<file path="config.mk">
export PLATFORM = sky130hd
export DESIGN_NAME = cpu_loader
export DESIGN_NICKNAME = d
export VERILOG_FILES = /design/src/rtl/cpu_loader.sv
export SDC_FILE = /design/constraint.sdc
export NUM_CORES = 1
export LEC_CHECK = 0
export BUFFER_PORTS_ARGS = -buffer_cell sky130_fd_sc_hd__buf_2
export CELL_PAD_IN_SITES_DETAIL_PLACEMENT = 1
export CELL_PAD_IN_SITES_GLOBAL_PLACEMENT = 1
export CORE_MARGIN = 4
export CORE_UTILIZATION = 40
export CTS_CLUSTER_DIAMETER = 150
export DETAILED_ROUTE_END_ITERATION = 12
export HOLD_SLACK_MARGIN = 0.03
export PLACE_DENSITY = 0.88
export SLEW_MARGIN = 20
export SYNTH_ARGS = -nofsm -noshare
export SYNTH_HDL_FRONTEND = slang
export SYNTH_SLANG_ARGS = --single-unit
</file>
<file path="constraint.sdc">
create_clock -name clk -period 8.2 [get_ports clk]
set_input_delay 2.05 -clock clk [delete_from_list [all_inputs] [get_ports clk]]
set_output_delay 2.05 -clock clk [all_outputs]
set_load 0.005 [all_outputs]
</file>
<file path="src/rtl/cpu_loader.sv">
// Host-side loader in front of the cpu: loads imem/dmem, runs the cpu for N cycles, dumps dmem.
// Optional macro CPU_LOADER_CHECKSUM_EN adds an XOR checksum word after each load.
module cpu_loader #(
  parameter int DATA_W    = 32,
  parameter int ADDR_STEP = 4,
  parameter int RD_LAT    = 1
) (
  input  logic              clk,
  input  logic              arst_n,
  input  logic              in_valid,
  input  logic [DATA_W-1:0] in_data,
  output logic              in_ready,
  output logic              out_valid,
  output logic [DATA_W-1:0] out_data,
  input  logic              out_ready,
  output logic              cpu_enable,
  output logic [31:0]       addr_ext,
  output logic              wen_ext,
  output logic              ren_ext,
  output logic [DATA_W-1:0] wdata_ext,
  output logic [31:0]       addr_ext_2,
  output logic              wen_ext_2,
  output logic              ren_ext_2,
  output logic [DATA_W-1:0] wdata_ext_2,
  input  logic [DATA_W-1:0] rdata_ext_2,
  output logic              busy,
  output logic              err
);

  typedef enum logic [2:0] {
    IDLE      = 3'd0,
    LOAD      = 3'd1,
    RUN       = 3'd2,
    DUMP_RD   = 3'd3,
    DUMP_WAIT = 3'd4,
    DUMP_OUT  = 3'd5
`ifdef CPU_LOADER_CHECKSUM_EN
    ,CHK      = 3'd6
`endif
  } state_t;

  localparam logic [7:0]  LAT_LAST = 8'(RD_LAT - 1);
  localparam logic [31:0] STEP32   = 32'(ADDR_STEP);

  state_t              state_r, state_s;
  logic                is_data_r, is_data_s;
  logic [13:0]         base_r, base_s;
  logic [15:0]         cnt_r, cnt_s;
  logic [15:0]         idx_r, idx_s;
  logic [7:0]          lat_r, lat_s;
  logic                out_valid_r, out_valid_s;
  logic [DATA_W-1:0]   out_data_r, out_data_s;
  logic                err_r, err_s;
`ifdef CPU_LOADER_CHECKSUM_EN
  logic [DATA_W-1:0]   xor_r, xor_s;
`endif

  logic                ready_s;
  logic                load_wr_s;
  logic                ren_s;
  logic                run_s;
  logic                last_s;
  logic [15:0]         word_idx_s;
  logic [31:0]         addr_s;

  // Word index wraps in 16 bits before being scaled to a byte address
  assign word_idx_s = {2'b00, base_r} + idx_r;
  assign addr_s     = {16'd0, word_idx_s} * STEP32;
  assign last_s     = (idx_r == (cnt_r - 16'd1));

  // Next-state, datapath next values and decoded strobes
  always_comb begin
    state_s     = state_r;
    is_data_s   = is_data_r;
    base_s      = base_r;
    cnt_s       = cnt_r;
    idx_s       = idx_r;
    lat_s       = lat_r;
    out_valid_s = out_valid_r;
    out_data_s  = out_data_r;
    err_s       = err_r;
`ifdef CPU_LOADER_CHECKSUM_EN
    xor_s       = xor_r;
`endif
    ready_s     = 1'b0;
    load_wr_s   = 1'b0;
    ren_s       = 1'b0;
    run_s       = 1'b0;
    case (state_r)
      IDLE: begin
        ready_s = 1'b1;
        if (in_valid && (in_data[15:0] != 16'd0)) begin
          base_s    = in_data[29:16];
          cnt_s     = in_data[15:0];
          idx_s     = 16'd0;
          is_data_s = in_data[30];
`ifdef CPU_LOADER_CHECKSUM_EN
          xor_s     = {DATA_W{1'b0}};
`endif
          case (in_data[31:30])
            2'b00, 2'b01: state_s = LOAD;
            2'b10:        state_s = RUN;
            2'b11:        state_s = DUMP_RD;
            default:      state_s = IDLE;
          endcase
        end else begin
          state_s = IDLE;
        end
      end
      LOAD: begin
        ready_s = 1'b1;
        if (in_valid) begin
          load_wr_s = 1'b1;
`ifdef CPU_LOADER_CHECKSUM_EN
          xor_s     = xor_r ^ in_data;
`endif
          if (last_s) begin
            idx_s = 16'd0;
`ifdef CPU_LOADER_CHECKSUM_EN
            state_s = CHK;
`else
            state_s = IDLE;
`endif
          end else begin
            idx_s = idx_r + 16'd1;
          end
        end else begin
          idx_s = idx_r;
        end
      end
      RUN: begin
        run_s = 1'b1;
        // A word offered while the cpu runs is a protocol error; it waits for IDLE
        if (in_valid) begin
          err_s = 1'b1;
        end else begin
          err_s = err_r;
        end
        if (last_s) begin
          idx_s   = 16'd0;
          state_s = IDLE;
        end else begin
          idx_s = idx_r + 16'd1;
        end
      end
      DUMP_RD: begin
        ren_s   = 1'b1;
        lat_s   = 8'd0;
        state_s = DUMP_WAIT;
      end
      DUMP_WAIT: begin
        if (lat_r == LAT_LAST) begin
          out_data_s  = rdata_ext_2;
          out_valid_s = 1'b1;
          state_s     = DUMP_OUT;
        end else begin
          lat_s = lat_r + 8'd1;
        end
      end
      DUMP_OUT: begin
        if (out_ready) begin
          out_valid_s = 1'b0;
          if (({1'b0, idx_r} + 17'd1) < {1'b0, cnt_r}) begin
            idx_s   = idx_r + 16'd1;
            state_s = DUMP_RD;
          end else begin
            idx_s   = 16'd0;
            state_s = IDLE;
          end
        end else begin
          out_valid_s = 1'b1;
        end
      end
`ifdef CPU_LOADER_CHECKSUM_EN
      CHK: begin
        ready_s = 1'b1;
        if (in_valid) begin
          if (in_data != xor_r) begin
            err_s = 1'b1;
          end else begin
            err_s = err_r;
          end
          state_s = IDLE;
        end else begin
          state_s = CHK;
        end
      end
`endif
      default: begin
        state_s = IDLE;
      end
    endcase
  end

  // State register
  always_ff @(posedge clk or negedge arst_n) begin
    if (!arst_n) begin
      state_r <= IDLE;
    end else begin
      state_r <= state_s;
    end
  end

  // Command context, counters, dump output and sticky error
  always_ff @(posedge clk or negedge arst_n) begin
    if (!arst_n) begin
      is_data_r   <= 1'b0;
      base_r      <= 14'd0;
      cnt_r       <= 16'd0;
      idx_r       <= 16'd0;
      lat_r       <= 8'd0;
      out_valid_r <= 1'b0;
      out_data_r  <= {DATA_W{1'b0}};
      err_r       <= 1'b0;
`ifdef CPU_LOADER_CHECKSUM_EN
      xor_r       <= {DATA_W{1'b0}};
`endif
    end else begin
      is_data_r   <= is_data_s;
      base_r      <= base_s;
      cnt_r       <= cnt_s;
      idx_r       <= idx_s;
      lat_r       <= lat_s;
      out_valid_r <= out_valid_s;
      out_data_r  <= out_data_s;
      err_r       <= err_s;
`ifdef CPU_LOADER_CHECKSUM_EN
      xor_r       <= xor_s;
`endif
    end
  end

  // Write strobes coincide with the accepting cycle of each payload word
  assign wen_ext     = load_wr_s & ~is_data_r;
  assign wen_ext_2   = load_wr_s & is_data_r;
  assign ren_ext_2   = ren_s;
  assign ren_ext     = 1'b0;
  assign addr_ext    = wen_ext ? addr_s : 32'd0;
  assign wdata_ext   = wen_ext ? in_data : {DATA_W{1'b0}};
  assign addr_ext_2  = (wen_ext_2 | ren_s) ? addr_s : 32'd0;
  assign wdata_ext_2 = wen_ext_2 ? in_data : {DATA_W{1'b0}};
  assign cpu_enable  = run_s;
  assign in_ready    = ready_s;
  assign out_valid   = out_valid_r;
  assign out_data    = out_data_r;
  assign busy        = (state_r != IDLE);
  assign err         = err_r;

endmodule
</file>
* Word-level counts from Yosys, hierarchy flattened
Index checks and enable logic that the tools add are counted.
Storage, ports and cells: bits in registers 92, input port bits 68, output and inout bits 169, logic and storage cells 79
Operators by class: add/subtract/negate cells 5, magnitude comparators 1, equal/unequal tests 14, muxes and demuxes 28, bitwise gates (word level) 4, reduce and logical (&&, ||, !) cells 18
Operators with widths (number):
- 16-bit 2-to-1 mux | 5
- 32-bit 2-to-1 mux | 2
- 16-bit one-hot mux with 4 select lines | 1
- 18-bit 2-to-1 mux | 2
- 3-bit one-hot mux with 6 select lines | 1
- 16-bit by 1-bit adder with 17-bit output (second input constant) | 1
- 17-bit by 16-bit less-than comparator with 1-bit output | 1
- 14-bit by 16-bit adder with 16-bit output | 1
- 16-bit by 1-bit adder with 16-bit output (second input constant) | 1
- 16-bit == test | 1
- 8-bit one-hot mux with 2 select lines | 1
- 16-bit nonzero test | 1
- 16-bit by 1-bit subtractor with 16-bit output (second input constant) | 1
- 3-bit 2-to-1 mux | 5
- 2-bit inequality test (second input constant) | 5
- 2-bit AND reduction | 5
- 3-bit one-hot mux with 3 select lines | 1
- 8-bit by 1-bit adder with 8-bit output (second input constant) | 1
- 8-bit logical NOT | 1
- 8-bit 2-to-1 mux | 1
- 1-bit 2-to-1 mux | 7
- 3-bit by 2-bit == test with 1-bit output (second input constant) | 2
- 3-bit == test (second input constant) | 2
- 2-bit == test (second input constant) | 2
- 16 further kinds | 19

* Depth between registers and ports, before layout
Gate-level depths: netlist of run 1.
depth in word-level cells 5, gate-level depth with buffers 17, mapped depth without buffers 15

* Worst setup path after synthesis of run 1
Ideal clock, no wire load.
path kind input-to-output, start point in in_valid, end point out addr_ext_2[17], arrival time 2.936 ns, required time 6.150 ns, setup slack 3.214 ns, stages 4, path buffers 0, cell sequence nand3_1 > nor2_1 > nor2_1 > o311ai_0
Between the ends: word-level cells in the longest chain between the ends 5
Ends and longest elaborated chain:
- start: declaration | RTL line 10 | input logic in_valid,
- 1-bit 2-to-1 mux | RTL line 112 | if (in_valid) begin
- 1-bit 2-to-1 mux | RTL line 89 | case (state_r)
- 1-bit bitwise AND | RTL line 235 | assign wen_ext_2 = load_wr_s & is_data_r;
- 1-bit OR | RTL line 240 | assign addr_ext_2 = (wen_ext_2 | ren_s) ? addr_s : 32'd0;
- 18-bit 2-to-1 mux | RTL line 240
- end: declaration | RTL line 21 | output logic [31:0] addr_ext_2,
No other way between the ends.

* Worst setup path in the final report of run 1
Same ends and word-level chain as after synthesis.

==> results by group, run 1 <==
Synthesis
  – Mapped Cells: about 700
  – Post-synth EDFFs: 0
  – Synth Area per Inst: approximately 9.4 µm²
  – Top FF cell, synth: dfrtp_1
  – Distinct cells, synth: 61
  – Seq/Total Area, Yosys: about a third
  – Post-synthesis adder-cell area fraction: 6.802%
  – Post-Synth XOR/XNOR Area: 8.292%
  – Largest family of logic cells by synthesized area: simple AND/OR/NAND/NOR gates
  – Synth async-reset ratio: between 90% and 100%
  – Mapped cell area: ~6500 µm²
  – Simple-Gate Fraction of Synth Area: 20.86%
  – YS warnings: 0
  – Synth Area in Compound Gates: approximately a tenth
  – Multiplexer share of the synthesized area: between 10 and 15%
  – Flops & latches, synth: between 90 and 100

Finish
  – Fraction of final layout cells sized beyond drive strength 1: ~34%
  – Area growth from synthesis to layout: 20.67%
  – Most frequent cells in the layout: buf_2 (202), dfrtp_1 (92), nor2_1 (69)
  – # diodes: 0
  – Multi-input gate area: around 3900 µm²
  – Nets: 985
  – FILL cells: about 1,900
  – Register area: about 2300 µm²
  – Design Area, Final: 7903 µm²
  – Most common library cell in the layout ignoring fill and taps: buf_2

Global routing
  – First-pass GRT wire length: 30,340 µm
  – Total grt overflow: 0
  – Vias in the first global route: approximately 5,900
  – Gr usage total: between 20% and 30%
  – Largest net degree at the start of global routing: just under 60
  – Initial antenna violation count: 0

Clock tree
  – TritonCTS clock tree: done
  – Clock tree buffer depth: 2
  – Post-CTS setup buffers: 0
  – Hold Buf Count CTS: 0
  – Post-CTS Resized: 0
  – Root Buffer: clkbuf_16
  – CTS Sinks: 92
  – H-Tree Level Count: 3
  – Number of CTS-inserted buffers: 9
  – Worst skew pair latency: roughly 350 ps
  – Clock Pin Slew Worst Setup and Hold Paths: about 70 ps

Timing
  – Fmax: between 150 and 200 MHz
  – Post-route clock period utilization: 70.46%
  – RSZ-0062 raised after global routing: false
  – Final min period: just under 6000 ps
  – Fin Setup TNS: 0 ps
  – Max Slew Vio Count: 0
  – Layout Skew: about 9.7 ps
  – Slew headroom: 38.30%
  – Setup-failing EPs final: 0
  – Min Hold Slack: 472.4 ps
  – Final worst setup slack: ~2400 ps
  – Least-Margin Pin Slew: about 900 ps
  – Endpoints failing hold: 0

Pwr
  – Gate power share: ~50%
  – Sequential power share: approximately a third
  – Int Pwr: ~1.4 mW
  – Peak supply drop: between 100 and 150 µV
  – Clock share of power: between 10% and 20%
  – PwrDens: 303.9 nW/µm²
  – Total Power: about 2.4 mW
  – Sw frac: ~40%
  – Leakage: around 4.1 nW
  – Switching power: 0.9609 mW

Worst setup path
  – Reg2reg end: idx_r[0]
  – CP Cell Sequence: buf_2, nand3_1, nor2_2, buf_4, nor2_2, nor2_1, nand2_1, o311ai_0, buf_2
  – Crit path depth: 9
  – R2R setup slack: 3800 ps
  – CP max FO: 33
  – Bufs and invs on worst path: 3
  – Crit end category: primary output
  – Worst path max stage delay: approximately 580 ps
  – R2R depth: 14
  – CP Launch Type: primary input
  – Data arrival, critical path: 3730 ps
  – R2r startpoint: idx_r[1]
  – CP startpoint: in_valid
  – CP Capture Point: addr_ext_2[17]
  – CP top delay family: simple AND/OR/NAND/NOR gates
  – Critical setup path kind: in -> out
  – Worst Path Required: around 6000 ps
  – CP max stage cell: nor2_2

Worst hold path
  – Hold Path Class: reg -> reg

Drt
  – Final ANT Viol Nets: 0
  – DRT iter0 DRCs: 209
  – Remaining DRCs: 0
  – First drt pass iteration count: 5
  – Drt via density: just over 5
  – Per-cell routed wire length: roughly 17 µm
  – Routed vias: approximately 5,700
  – Total length of routed wires: about 19,000 µm

Placed design
  – DP HPWL: 14,650 µm
  – PortBufs: ~200
  – Placed inst area: between 7000 and 8000 µm²
  – Routability cong.: approximately 0.86
  – DP Worst Slack: approximately 2400 ps

Die
  – IO Count: ~240
  – Die Footprint: ~18,000 µm²
  – Starting Density: 41.08%
  – Row cnt: 46
  – Die Span Y: around 140 µm
  – Total core area: approximately 16,000 µm²
  – Die W: 136.0 µm

Status
  – Status: finished, final reports clean

Job
  – Max cap viols: 0
-- power groups by stage --
stage / Sequential [mW] / Combinational (mW) / Clock [mW]
final: 0.803 / 1.17 / 0.430
after global routing: 0.832 / 1.30 / 0.459
after detailed placement: 0.811 / 1.17 / 0
after floorplan: 0.750 / 0.828 / 0
after global placement: 0.794 / 1.12 / 0
after CTS: 0.803 / 1.18 / 0.442
-- registers in the layout, summed over array words and instances (netlist names) --
register / flops
out_data: 32
cnt_r: 16
idx_r: 16
base_r: 14
lat_r: 8
state_r: 3
err: 1
is_data_r: 1
out_valid: 1
-- metrics by stage --
step | cells | util (%)
5_1_grt | 1102 | 49.57
3_5_place_dp | 1087 | 47.69
2_1_floorplan | 731 | -
6_report | 1102 | 49.57
4_1_cts | 1102 | 49.57
3_3_place_gp | 1087 | 47.68
-- routing by layer --
metal	part of all wire, %	GRT usage [%]
met5	0	0
met3	5.5	3.701
met4	1.3	4.927
met1	44	26.45
met2	49	35.34
-- worst register-to-register path, stage by stage (launching register included) --
cell and delay, ps:
dfrtp_1 530, ha_1 270, nand3_1 180, nor2_1 260, and3_1 300, nand3_1 160
or2_2 360, xnor2_1 150, ha_1 310, a21o_1 160, a2111o_1 390, a41oi_1 180
o21ai_0 250, o211ai_1 570, mux2_2 270
-- Yosys cell counts (15+ instances only) --
cell type / number / area share [%]
a21oi_1: 17 / 1.3
and2_1: 65 / 6.2
buf_4: 33 / 3.8
clkbuf_1: 29 / 1.7
dfrtp_1: 92 / 35
ha_1: 34 / 6.5
inv_1: 28 / 1.6
mux2_2: 65 / 11
nand2_1: 25 / 1.4
nor2_1: 71 / 4.1
nor3_1: 15 / 1.1
o21ai_0: 15 / 1.1
xnor2_1: 39 / 5.2
xor2_1: 23 / 3.1
-- worst min path at each step --
| stage | from | to | slack [ps] | cells after the start |
|---|---|---|---|---|
| 3_5_place_dp | err | err | 450 | 1 |
| 4_1_cts | err | err | 470 | 1 |
| 3_3_place_gp | is_data_r | is_data_r | 460 | 2 |
| 5_1_grt | out_data[23] | out_data[23] | 510 | 1 |
| 2_1_floorplan | is_data_r | is_data_r | 450 | 2 |
| 6_report | err | err | 470 | 1 |
-- area by class of cell --
type	instances	area share (%)
clock buffers	10	3.024
clock inverters	5	0.7600
inverters	28	1.330
multi-input cells	541	48.78
flip-flops and latches	92	29.13
well taps	216	3.420
repair buffers	210	13.55
-- cell families (layout without fill, tap and decap cells) --
kind of cell             count (synthesis)  after routing
other                                    1             33
AO/OA/AOI/OAI                           90             90
flip-flops                              92             92
multiplexers                            65             65
AND/OR/NAND/NOR                        256            256
buffers and inverters                   98            253
adder cells (fa/ha/maj)                 35             35
XOR/XNOR                                62             62
Power figures use the tool's default switching activity.
==> run 2, diff against run 1 <==
--- a/config.mk
+++ b/config.mk
@@ -9,11 +9,11 @@
 export CELL_PAD_IN_SITES_DETAIL_PLACEMENT = 1
 export CELL_PAD_IN_SITES_GLOBAL_PLACEMENT = 1
 export CORE_MARGIN = 4
-export CORE_UTILIZATION = 40
+export CORE_UTILIZATION = 34
 export CTS_CLUSTER_DIAMETER = 150
 export DETAILED_ROUTE_END_ITERATION = 12
 export HOLD_SLACK_MARGIN = 0.03
-export PLACE_DENSITY = 0.88
+export PLACE_DENSITY = 0.8
 export SLEW_MARGIN = 20
 export SYNTH_ARGS = -nofsm -noshare
 export SYNTH_HDL_FRONTEND = slang
==> constraint.sdc (replaced) <==
create_clock -name clk -period 5 [get_ports clk]
set_input_delay 1.25 -clock clk [delete_from_list [all_inputs] [get_ports clk]]
set_output_delay 1.25 -clock clk [all_outputs]
set_load 0.005 [all_outputs]
==> run 2 against run 1 <==
  * Worst hold slack gained 13 ps
  * Critical endpoint is now addr_ext[16]
  * Sequential cell count is the same
  * Largest cell class unchanged
  * Sequential power grew 64%
  * Die area grew 17%
  * Clock power grew 80%
  * Clock skew shrank 1.8 ps
  * Final cell count grew 4.2%
  * Non-clock buffer count grew 1
  * Combinational power grew 62%
  * Sequential share of layout area shrank 0.36 points
  * Critical path depth grew 2
==> results by group, run 2 (same netlist as run 1, synthesis figures left out) <==
Finish
  – Post-Layout Cell Count: 1,148 (was 1,102)
  – Register area: 2302 µm² (unchanged)
  – # diodes: 0 (unchanged)
  – Most common library cell in the layout ignoring fill and taps: buf_2 (unchanged)
  – Max FFs per register: 32 (unchanged)
  – Most frequent cells in the layout: buf_2 (202), dfrtp_1 (92), nor2_1 (70) (was buf_2 (202), dfrtp_1 (92), nor2_1 (69))
  – Area growth from synthesis to layout: 22.16% (was 20.67%)
  – FILL cells: 2,259 (was 1,904)
  – Fraction of final layout cells sized beyond drive strength 1: 33.67% (was 33.75%)
  – Nets: 986 (was 985)
  – Multi-input gate area: 3852 µm² (was 3855 µm²)

Clock tree
  – Hold Buf Count CTS: 0 (unchanged)
  – Number of CTS-inserted buffers: 9 (unchanged)
  – Post-CTS Resized: 0 (unchanged)
  – Clock tree buffer depth: 2 (unchanged)
  – Clock Pin Slew Worst Setup and Hold Paths: 70 ps (about the same)
  – H-Tree Level Count: 3 (unchanged)
  – Worst skew pair latency: 350 ps (about the same)
  – CTS Sinks: 92 (unchanged)
  – Root Buffer: clkbuf_16 (unchanged)
  – TritonCTS clock tree: done (unchanged)
  – Post-CTS setup buffers: 0 (unchanged)

Pwr
  – PwrDens: 498.4 nW/µm² (was 303.9 nW/µm²)
  – Leakage: 4.087 nW (was 4.064 nW)
  – Peak supply drop: 180.5 µV (was 132.5 µV)
  – Total Power: 3.987 mW (was 2.401 mW)

Worst hold path
  – Hold path depth: 1 (unchanged)
  – Hold Path Class: reg -> reg (unchanged)

Timing
  – Final min period: approximately 4500 ps
  – RSZ-0062 raised after global routing: false (unchanged)
  – Max Slew Vio Count: 0 (unchanged)
  – Fmax: 222.4 MHz
  – Setup-failing EPs final: 0 (unchanged)
  – Slew headroom: 36.29% (was 38.30%)
  – Layout Skew: 7.932 ps (was 9.704 ps)
  – Final worst setup slack: 503.5 ps (was 2422 ps)
  – Fin Setup TNS: 0 ps (unchanged)
  – Endpoints failing hold: 0 (unchanged)
  – Post-route clock period utilization: about nine tenths
  – Least-Margin Pin Slew: 954.6 ps (was 917.0 ps)

Global routing
  – Largest net degree at the start of global routing: 56 (was 58)
  – Gr usage total: 17.38% (was 20.39%)
  – Initial antenna violation count: 1 (was 0)
  – Vias in the first global route: 6,008 (was 5,911)
  – Total grt overflow: 0 (unchanged)
  – First-pass GRT wire length: 30,930 µm (was 30,340 µm)

Drt
  – Remaining DRCs: 0 (unchanged)
  – Per-cell routed wire length: 16.22 µm (was 17.23 µm)
  – Drt via density: 4.925 (was 5.159)
  – First drt pass iteration count: 5 (unchanged)
  – Routed vias: 5,654 (was 5,685)
  – DRT iter0 DRCs: 221 (was 209)
  – Final ANT Viol Nets: 0 (unchanged)
  – Total length of routed wires: 18,620 µm (was 18,980 µm)

Worst setup path
  – Data arrival, critical path: 3250 ps (was 3730 ps)
  – CP max FO: 5 (was 33)
  – Critical setup path kind: reg -> out (was in -> out)
  – R2R depth: 14 (unchanged)
  – Worst Path Required: 3750 ps (was 6150 ps)
  – Crit end category: primary output (unchanged)
  – CP Launch Type: flop (was primary input)

Placed design
  – Routability cong.: 0.8038 (was 0.8623)
  – Inst Count DP: 1,132 (was 1,087)
  – DP HPWL: 14,440 µm (was 14,650 µm)
  – PortBufs: 203 (unchanged)
  – DP Worst Slack: 823.7 ps (was 2418 ps)

Die
  – Die Span Y: 146.8 µm (was 136.0 µm)
  – Die W: 146.8 µm (was 136.0 µm)
  – IO Count: 237 (unchanged)
  – Total core area: 18,830 µm² (was 15,940 µm²)
  – Row cnt: 50 (was 46)
  – Die Footprint: 21,550 µm² (was 18,480 µm²)
  – Starting Density: 34.78% (was 41.08%)

Job
  – Max cap viols: 0 (unchanged)

Status
  – Status: finished, final reports clean (unchanged)
-- run 2: power by group --
| part | internal [mW] | total (mW) | switching [mW] |
|---|---|---|---|
| clock | 0.470 | 0.773 | 0.303 |
| sequential | 1.04 | 1.32 | 0.280 |
| combinational | 0.926 | 1.90 | 0.971 |
-- run 2: worst paths after layout --
kind | endpoint | slack, ps | startpoint
worst max-delay path | addr_ext[16] | 500 | idx_r[0]
worst min-delay path | err | 490 | err
worst max register to register | idx_r[0] | 810 | idx_r[2]
worst min register to register | err | 490 | err
max in group asynchronous | base_r[5] | 3060 | arst_n
min in group asynchronous | out_data[16] | 960 | arst_n
-- run 2: metrics by stage --
step | utilization (%) | hold WS, ps | area (µm²)
after floorplan | - | 449.8 | 6669
after global placement | 40.70 | 463.9 | 7664
after detailed placement | 40.70 | 465.9 | 7664
after CTS | 42.49 | 488.8 | 8000
after global routing | 42.49 | 499.9 | 8000
final | 42.49 | 485.3 | 8000
-- run 2: routing by layer --
layer	up-vias	wire length (µm)	global-route usage (%)
li1	2719	-	-
met5	-	0	0
met4	0	206	3.857
met3	16	1099	3.763
met1	2756	8172	22.04
met2	163	9144	30.40
-- run 2: critical path: stages, from the launching register on --
cell	delay, ps
dfrtp_1	440
ha_1	230
fa_1	420
a21o_1	180
a21o_1	210
a211oi_1	450
o311a_1	270
o21bai_1	100
a21oi_1	180
xor2_1	220
nor2_1	70
buf_2	130
-- run 2: layout make-up --
cell class	count	share of cell area, %
Multi-Input combinational cell	541	48.15
Sequential cell	92	28.78
Timing Repair Buffer	211	13.48
Tap cell	260	4.066
Clock buffer	12	3.206
Inverter	28	1.314
Clock inverter	4	1.001
==> run 3, diff against run 2 <==
--- a/config.mk
+++ b/config.mk
@@ -9,11 +9,11 @@
 export CELL_PAD_IN_SITES_DETAIL_PLACEMENT = 1
 export CELL_PAD_IN_SITES_GLOBAL_PLACEMENT = 1
 export CORE_MARGIN = 4
-export CORE_UTILIZATION = 34
+export CORE_UTILIZATION = 40
 export CTS_CLUSTER_DIAMETER = 150
 export DETAILED_ROUTE_END_ITERATION = 12
 export HOLD_SLACK_MARGIN = 0.03
-export PLACE_DENSITY = 0.8
+export PLACE_DENSITY = 0.88
 export SLEW_MARGIN = 20
 export SYNTH_ARGS = -nofsm -noshare
 export SYNTH_HDL_FRONTEND = slang
==> constraint.sdc (replaced) <==
create_clock -name clk -period 5.58 [get_ports clk]
set_input_delay 1.395 -clock clk [delete_from_list [all_inputs] [get_ports clk]]
set_output_delay 1.395 -clock clk [all_outputs]
set_load 0.005 [all_outputs]
==> run 3 against run 2 <==
  * Largest cell class unchanged
  * Utilization grew 7.1 points
  * Final area fell by 1.3%
  * Critical endpoint is now addr_ext_2[14]
  * Combinational power fell by 9%
  * Clock power decreased by 23%
  * Count of clock-buffer cells in the layout decreased by 1
  * First-iteration DRC count increased by 21%
==> results by group, run 3 (same netlist as run 1, synthesis figures left out) <==
Worst setup path
  – CP max FO: 5 (unchanged)
  – R2r startpoint: idx_r[1] (was idx_r[2])
  – CP Cell Sequence: ha_1, fa_1, a21o_1, a21o_1, a211oi_1, o31a_1, nand2b_1, a21oi_1, xor2_1, nor2_1, buf_2 (was ha_1, fa_1, a21o_1, a21o_1, a211oi_1, o311a_1, o21bai_1, a21oi_1, xor2_1, nor2_1, buf_2)
  – Critical setup path kind: reg -> out (unchanged)
  – R2R depth: 14 (unchanged)
  – Worst path max stage delay: 440 ps (was 450 ps)
  – Reg2reg end: idx_r[0] (unchanged)
  – Crit end category: primary output (unchanged)
  – Data arrival, critical path: 3250 ps (about the same)
  – R2R setup slack: 1320 ps (was 810 ps)
  – Worst Path Required: 4180 ps (was 3750 ps)
  – Most common cell on crit path: a21o_1 (unchanged)
  – CP max stage cell: dfrtp_1 (was a211oi_1)
  – CP Launch Type: flop (unchanged)

Finish
  – Nets: 986 (unchanged)
  – Core Util, Final: 49.54% (was 42.49%)
  – FILL cells: 1,915 (was 2,259)
  – Fraction of final layout cells sized beyond drive strength 1: 33.78% (was 33.67%)
  – Most frequent cells in the layout: buf_2 (202), dfrtp_1 (92), nor2_1 (69) (was buf_2 (202), dfrtp_1 (92), nor2_1 (70))
  – Max FFs per register: 32 (unchanged)
  – Area growth from synthesis to layout: 20.60% (was 22.16%)
  – Design Area, Final: 7898 µm² (was 8000 µm²)
  – # diodes: 0 (unchanged)
  – Most common library cell in the layout ignoring fill and taps: buf_2 (unchanged)

Die
  – IO Count: 237 (unchanged)
  – Total core area: 15,940 µm² (was 18,830 µm²)
  – Starting Density: 41.08% (was 34.78%)
  – Row cnt: 46 (was 50)
  – Die Span Y: 136.0 µm (was 146.8 µm)
  – Die Footprint: 18,480 µm² (was 21,550 µm²)
  – Die W: 136.0 µm (was 146.8 µm)

Timing
  – Least-Margin Pin Slew: 959.2 ps (was 954.6 ps)
  – Max Slew Vio Count: 0 (unchanged)
  – Layout Skew: 13.91 ps (was 7.932 ps)
  – Fmax: between 200 and 250 MHz
  – RSZ-0062 raised after global routing: false (unchanged)
  – Endpoints failing hold: 0 (unchanged)
  – Fin Setup TNS: 0 ps (unchanged)
  – Final min period: between 4000 and 5000 ps
  – Setup-failing EPs final: 0 (unchanged)
  – Slew headroom: 35.47% (was 36.29%)
  – Post-route clock period utilization: between 80% and 90%

Drt
  – Total length of routed wires: 19,160 µm (was 18,620 µm)
  – Remaining DRCs: 0 (unchanged)
  – First drt pass iteration count: 4 (was 5)
  – Routed vias: 5,722 (was 5,654)
  – Drt via density: 5.183 (was 4.925)
  – Final ANT Viol Nets: 0 (unchanged)
  – Per-cell routed wire length: 17.36 µm (was 16.22 µm)
  – DRT iter0 DRCs: 268 (was 221)

Worst hold path
  – Hold Path Class: reg -> reg (unchanged)
  – Startpoint of the worst hold path: is_data_r (was err)
  – Hold path depth: 2 (was 1)
  – Hold EP: is_data_r (was err)

Pwr
  – Leakage: 4.058 nW (was 4.087 nW)
  – PwrDens: 443.4 nW/µm² (was 498.4 nW/µm²)
  – Total Power: 3.502 mW (was 3.987 mW)
  – Peak supply drop: 164.0 µV (was 180.5 µV)

Global routing
  – Vias in the first global route: 6,063 (was 6,008)
  – Total grt overflow: 0 (unchanged)
  – Gr usage total: 20.88% (was 17.38%)
  – Initial antenna violation count: 0 (was 1)
  – First-pass GRT wire length: 30,930 µm (about the same)
  – Largest net degree at the start of global routing: 55 (was 56)

Clock tree
  – Root Buffer: clkbuf_16 (unchanged)
  – TritonCTS clock tree: done (unchanged)
  – Worst skew pair latency: 360 ps (was 350 ps)
  – Number of CTS-inserted buffers: 9 (unchanged)
  – Clock Pin Slew Worst Setup and Hold Paths: 70 ps (about the same)
  – Hold Buf Count CTS: 0 (unchanged)
  – Post-CTS setup buffers: 0 (unchanged)
  – H-Tree Level Count: 3 (unchanged)
  – CTS Sinks: 92 (unchanged)
  – Post-CTS Resized: 0 (unchanged)
  – Clock tree buffer depth: 2 (unchanged)

Placed design
  – Placed inst area: 7611 µm² (was 7664 µm²)
  – Routability cong.: 0.8748 (was 0.8038)
  – PortBufs: 203 (unchanged)
  – DP HPWL: 14,880 µm (was 14,440 µm)

Status
  – Status: finished, final reports clean (unchanged)

Job
  – Max cap viols: 0 (unchanged)
run 3: cell types whose count changed in the layout (fill, tap and decap cells not counted), sizes merged:
cell	previous run	this run
clkbuf	12	11
bufinv	2	0
clkinvlp	0	2
inv	29	30
run 3: worst max-delay path by stage:
stage / start / end / cells past startpoint
finish: idx_r[0] / addr_ext_2[14] / 11
global route: idx_r[0] / addr_ext_2[14] / 11
CTS: idx_r[0] / addr_ext[14] / 11
detailed placement: in_valid / addr_ext_2[17] / 8
global placement: in_valid / addr_ext_2[17] / 8
floorplan: idx_r[0] / addr_ext[12] / 10
run 3: worst max-delay path: cells and delay by family, from the launching register on:
family / cells / cell delay, ps
XOR/XNOR: 1 / 260
adder cells (fa/ha/maj): 2 / 670
AND/OR/NAND/NOR: 2 / 120
buffers and inverters: 1 / 160
AO/OA/AOI/OAI: 5 / 1250
flip-flops: 1 / 440
run 3: cell type report:
cell class                      instances  area (µm²)  area share, %
Inverter                               28       105.1          1.331
Clock buffer                           11       242.7          3.074
Tap cell                              216       270.3          3.422
Timing Repair Buffer                  211        1079          13.66
Clock inverter                          5       43.79         0.5545
Multi-Input combinational cell        541        3855          48.81
Sequential cell                        92        2302          29.15
run 3: per-layer routing:
| layer | up-vias | global-route usage (%) | part of all wire, % |
|---|---|---|---|
| met5 | - | 0 | 0 |
| met4 | 0 | 6.271 | 1.7 |
| met3 | 21 | 4.293 | 5.8 |
| met2 | 169 | 35.79 | 49 |
| met1 | 2810 | 26.61 | 43 |
| li1 | 2722 | - | - |
run 3: stage by stage:
stage	setup WS, ps	hold slack (ps)	cells
floorplan	1793	449.8	731
global placement	937.2	465.0	1088
detailed placement	1249	474.9	1088
finish	930.1	497.6	1104
global route	760.4	514.3	1104
CTS	900.4	491.9	1104
run 3: power by group:
part / internal, mW / total (mW) / switching (mW)
sequential: 0.929 / 1.18 / 0.256
combinational: 0.832 / 1.72 / 0.886
clock: 0.320 / 0.599 / 0.279
